File: src/rtl/dmem_arbiter.sv
`default_nettype none
// ============================================================================
// Module   : dmem_arbiter
// Purpose  : Shares one single-port, synchronous-read data memory between the
//            processor core and the loader/debug port. Grants are
//            combinational. Read data returns one cycle after the grant and is
//            steered to the requester that issued the read.
// Revision : 1.0 - initial release
// ----------------------------------------------------------------------------
// Parameters
//   DWIDTH    data word width
//   AWIDTH    data-memory address width
//   MAXBURST  max consecutive loader grants while the core waits (1..15)
// Ports
//   clk, reset                           clock, async active-low reset
//   cpu_req/we/addr/wdata   -> in        core request
//   cpu_gnt                 -> out       core granted this cycle (comb.)
//   cpu_rvalid/rdata        -> out       core read return (registered valid)
//   ldr_req/we/addr/wdata   -> in        loader request
//   ldr_gnt                 -> out       loader granted this cycle (comb.)
//   ldr_rvalid/rdata        -> out       loader read return
//   mem_en/we/addr/wdata    -> out       memory command of the granted side
//   mem_rdata               -> in        memory read data (1-cycle latency)
// Build option
//   DMEM_ARB_ROUND_ROBIN_EN  when defined, contention alternates between the
//                            two requesters and the burst limiter is removed.
// ============================================================================
module dmem_arbiter #(
  parameter int DWIDTH   = 8,
  parameter int AWIDTH   = 8,
  parameter int MAXBURST = 4
) (
  input  logic              clk,
  input  logic              reset,
  input  logic              cpu_req,
  input  logic              cpu_we,
  input  logic [AWIDTH-1:0] cpu_addr,
  input  logic [DWIDTH-1:0] cpu_wdata,
  output logic              cpu_gnt,
  output logic              cpu_rvalid,
  output logic [DWIDTH-1:0] cpu_rdata,
  input  logic              ldr_req,
  input  logic              ldr_we,
  input  logic [AWIDTH-1:0] ldr_addr,
  input  logic [DWIDTH-1:0] ldr_wdata,
  output logic              ldr_gnt,
  output logic              ldr_rvalid,
  output logic [DWIDTH-1:0] ldr_rdata,
  output logic              mem_en,
  output logic              mem_we,
  output logic [AWIDTH-1:0] mem_addr,
  output logic [DWIDTH-1:0] mem_wdata,
  input  logic [DWIDTH-1:0] mem_rdata
);

  // 0 = core, 1 = loader
  logic r_last_owner;
  logic r_rd_pend_cpu;
  logic r_rd_pend_ldr;
  logic w_cpu_gnt;
  logic w_ldr_gnt;

`ifndef DMEM_ARB_ROUND_ROBIN_EN
  localparam logic [3:0] c_max_burst = 4'(MAXBURST);
  logic [3:0] r_burst_cnt;
`endif

  // Grant decision. The reset term masks grants while reset is held so the
  // memory sees no command during reset.
  always_comb begin
    w_cpu_gnt = 1'b0;
    w_ldr_gnt = 1'b0;
    if (reset) begin
      if (cpu_req && ldr_req) begin
`ifdef DMEM_ARB_ROUND_ROBIN_EN
        // Winner is whoever did not own the memory last.
        if (r_last_owner) w_cpu_gnt = 1'b1;
        else              w_ldr_gnt = 1'b1;
`else
        // Loader has priority until it has used up its burst allowance.
        if (r_burst_cnt == c_max_burst) w_cpu_gnt = 1'b1;
        else                            w_ldr_gnt = 1'b1;
`endif
      end else if (cpu_req) begin
        w_cpu_gnt = 1'b1;
      end else if (ldr_req) begin
        w_ldr_gnt = 1'b1;
      end
    end
  end

  assign cpu_gnt = w_cpu_gnt;
  assign ldr_gnt = w_ldr_gnt;

  // Memory command mux; zero when idle.
  always_comb begin
    mem_en    = w_cpu_gnt | w_ldr_gnt;
    mem_we    = 1'b0;
    mem_addr  = '0;
    mem_wdata = '0;
    if (w_cpu_gnt) begin
      mem_we    = cpu_we;
      mem_addr  = cpu_addr;
      mem_wdata = cpu_wdata;
    end else if (w_ldr_gnt) begin
      mem_we    = ldr_we;
      mem_addr  = ldr_addr;
      mem_wdata = ldr_wdata;
    end
  end

  // Owner tracking and read-return tags.
  always_ff @(posedge clk or negedge reset) begin
    if (!reset) begin
      r_last_owner  <= 1'b0;
      r_rd_pend_cpu <= 1'b0;
      r_rd_pend_ldr <= 1'b0;
    end else begin
      if (w_cpu_gnt)      r_last_owner <= 1'b0;
      else if (w_ldr_gnt) r_last_owner <= 1'b1;
      r_rd_pend_cpu <= w_cpu_gnt & ~cpu_we;
      r_rd_pend_ldr <= w_ldr_gnt & ~ldr_we;
    end
  end

`ifndef DMEM_ARB_ROUND_ROBIN_EN
  // Counts loader grants taken while the core is waiting. Any core grant or
  // any cycle without a core request restarts the count.
  always_ff @(posedge clk or negedge reset) begin
    if (!reset) begin
      r_burst_cnt <= 4'd0;
    end else if (!cpu_req || w_cpu_gnt) begin
      r_burst_cnt <= 4'd0;
    end else if (w_ldr_gnt && (r_burst_cnt != c_max_burst)) begin
      r_burst_cnt <= r_burst_cnt + 4'd1;
    end
  end
`endif

  assign cpu_rvalid = r_rd_pend_cpu;
  assign ldr_rvalid = r_rd_pend_ldr;
  assign cpu_rdata  = r_rd_pend_cpu ? mem_rdata : '0;
  assign ldr_rdata  = r_rd_pend_ldr ? mem_rdata : '0;

endmodule
`default_nettype wire

File: config.mk
export PLATFORM = sky130hd
export DESIGN_NAME = dmem_arbiter
export DESIGN_NICKNAME = d
export VERILOG_FILES = /design/src/rtl/dmem_arbiter.sv
export SDC_FILE = /design/constraint.sdc
export NUM_CORES = 1
export LEC_CHECK = 0
export BUFFER_PORTS_ARGS = -buffer_cell sky130_fd_sc_hd__buf_2
export CORE_ASPECT_RATIO = 0.75
export CORE_MARGIN = 2
export CORE_UTILIZATION = 30
export DETAILED_ROUTE_END_ITERATION = 10
export PLACE_DENSITY = 0.76
export SLEW_MARGIN = 30
export SYNTH_ARGS = -nofsm -noshare
export SYNTH_HDL_FRONTEND = slang
export SYNTH_SLANG_ARGS = --single-unit
File: constraint.sdc
create_clock -name clk -period 1.85 [get_ports clk]
set_clock_uncertainty 0.05 [all_clocks]
set_input_delay 0.185 -clock clk [delete_from_list [all_inputs] [get_ports clk]]
set_output_delay 0.185 -clock clk [all_outputs]
set_load 0.01 [all_outputs]
==> impl_metrics.py <==
metrics = {
    "global_routing": {
        "grt_max_degree": 19,
        "grt_util_all_layers_pct": 20.6,
        "grt_antenna_before_repair": 0,
        "grt_pass1_vias": 864,
        "grt_pass1_wl_um": 3780,
        "grt_overflow": 0,
    },
    "status": {
        "violations": "setup timing",
        "status": "finished, violations left",
    },
    "synthesis": {
        "synth_common_cells": "a22o_1 (17), and2_1 (17), dfrtp_1 (6)",
        "synth.avg_cell_area_sq_um": 9.11,
        "syn_area_sq_um": 619,
        "synthArstFlopShare_pct": 100,
        "synthCells": 68,
        "synth_ff_type": "dfrtp_1",
        "synth_top_area_cell": "dfrtp_1",
        "synth.top_cell.area_share_pct": 24.2,
        "seq_area_frac_synth_pct": 24.2,
        "synth.area.top_cells": "dfrtp_1 (24%), a22o_1 (24%), and2_1 (17%)",
        "syn-num-nets": 116,
        "synth.distinct_cells": 21,
        "ys_warn_count": 0,
        "synth_edf_count": 0,
        "ys_ff_latch": 6,
    },
    "detailed_routing": {
        "first_pass_iters": 4,
        "drt_first_iter_violations": 37,
        "wirelength_um": 2570,
        "drcViolationCount": 0,
        "wl_per_cell_um": 13.7,
        "viasPerCell": 4.96,
        "vias": 928,
        "antenna_left": 0,
    },
    "clock_tree": {
        "cts_tree": "yes",
        "cts.sinks": 6,
        "cts_buffers": 3,
        "clkTransAtPathRegs_ps": 50,
        "insertion_delay_ps": 250,
        "htreeDepth": 1,
        "clockBufferDepth": 2,
        "cts-root-buf": "clkbuf_4",
    },
    "pwr": {
        "p_per_area_nw_per_um2": 386,
        "vdd_drop_max_mv": 0.275,
        "leakagePower_nw": 0.752,
    },
    "setup_path": {
        "worstPathRequired_ps": 1620,
        "cp_max_fo": 5,
        "critPathArrivalTime_ps": 1840,
        "crit_type": "reg2out",
        "start_kind": "flip-flop",
        "crit_path_end_kind": "output port",
    },
    "floorplan": {
        "dieArea_sq_um": 2450,
        "core_sq_um": 1980,
        "top_level_ports": 84,
        "start_util_pct": 31.3,
        "die_w_um": 56.5,
        "rows": 14,
        "die_h_um": 43.4,
    },
    "layout": {
        "fin_cells": 187,
        "diodes": 0,
        "drive_gt1_share_pct": 63.2,
        "nNetsFinal": 213,
        "n_fill_cell": 174,
        "syn2layout_area_growth_pct": 95.6,
    },
    "timing": {
        "rsz0062_at_grt": "yes",
        "tns_ps": -2900,
        "fin_crit_sh_pct": 112,
        "setup_viol": 18,
        "slew_headroom_pct": 74.1,
        "max_slew.worst_pin.slew_ps": 384,
        "max_freq_mhz": 482,
        "fin_ws_ps": -226,
        "slew_viol_final": 0,
        "hold_ws_ps": 79.2,
        "finalHoldViolations": 0,
        "finalCriticalPeriod_ps": 2080,
    },
    "place": {
        "hpwl_um": 1800,
        "dp.cells": 173,
        "numPortBuffers": 83,
        "gp_congestion": 0.750,
        "pre_cts_ws_ps": -69.5,
    },
    "job": {
        "maxCapViolations": 0,
    },
    "worst_hold_path": {
        "min_path_type": "in2reg",
    },
}
==> path summary, 6_finish.rpt <==
kind | startpoint | endpoint | slack (ps) | cells after the start
min in group asynchronous | reset | r_burst_cnt[2] | 440 | 2
max in group asynchronous | reset | cpu_rvalid | 1080 | 2
worst max register to register | r_burst_cnt[0] | ldr_rvalid | 200 | 8
worst min register to register | r_burst_cnt[3] | r_burst_cnt[3] | 600 | 2
worst max-delay path | r_burst_cnt[0] | mem_addr[6] | -230 | 8
worst min-delay path | cpu_we | cpu_rvalid | 80 | 2
==> timing repair <==
item | CTS | global route
pin swaps | 4 | 1
hold endpoints to repair | 6 | 0
hold buffers | 1 | 0
endpoints found under the setup margin | 19 | 18
setup buffers | 8 | 0
cloned | 2 | 0
resized for setup | 16 | 3
==> critical path: stages, from the launching register on <==
cell,delay (ps)
dfrtp_1,340
inv_1,70
ha_4,160
and3b_4,200
a211oi_4,270
buf_6,150
buf_6,110
a22o_1,150
buf_2,150
==> final cells by class <==
class,instances,area (sq um),area share [%]
timing repair buffer,96,558,46.1
multi-input combinational,53,432,35.6
sequential,6,150,12.4
tap,24,30.0,2.48
clock buffer,3,22.5,1.86
inverter,5,18.8,1.55
==> flip-flops by register name, summed over array words and instances, names as in the netlist <==
register and flops:
cpu_rvalid 1, ldr_rvalid 1, r_burst_cnt 4
==> metal layers <==
layer / vias up / wire, um / track usage (%)
li1: 440 / - / -
met1: 409 / 905 / 22.6
met2: 73 / 1300 / 38.1
met3: 6 / 322 / 6.57
met4: 0 / 42 / 6.67
met5: - / 0 / 0
==> kinds of logic (layout without fill, tap and decap cells) <==
logic type                 Yosys count  in the layout  share of synthesized area [%]
AOI/OAI and AO/OA                   22             22                           31.5
buffers and inverters                9            104                           9.29
xor gates and xnor gates             3              3                           4.24
adders and majority gates            2              2                           4.04
and+or+nand+nor                     26             26                           26.7
DFF                                  6              6                           24.2
==> cell usage in the layout (no fill, tap or decap), drive strengths merged, types with 2 or more instances in the layout <==
| master | instances |
|---|---|
| buf | 95 |
| a22o | 17 |
| and2 | 17 |
| dfrtp | 6 |
| inv | 5 |
| and3 | 3 |
| clkbuf | 3 |
| xnor2 | 2 |
| ha | 2 |
==> per-stage QoR <==
stage / util (%) / total power, mW / cell area (sq um)
floorplan: - / 0.220 / 619
global placement: 52.6 / 0.306 / 1040
detailed placement: 52.6 / 0.311 / 1040
CTS: 60.4 / 0.460 / 1190
global route: 61.2 / 0.499 / 1210
finish: 61.2 / 0.468 / 1210
==> where the power goes <==
group | switching [mW] | internal, mW
clock | 0.0475 | 0.0734
sequential | 0.00377 | 0.136
combinational | 0.0951 | 0.112
Power figures use the tool's default switching activity.
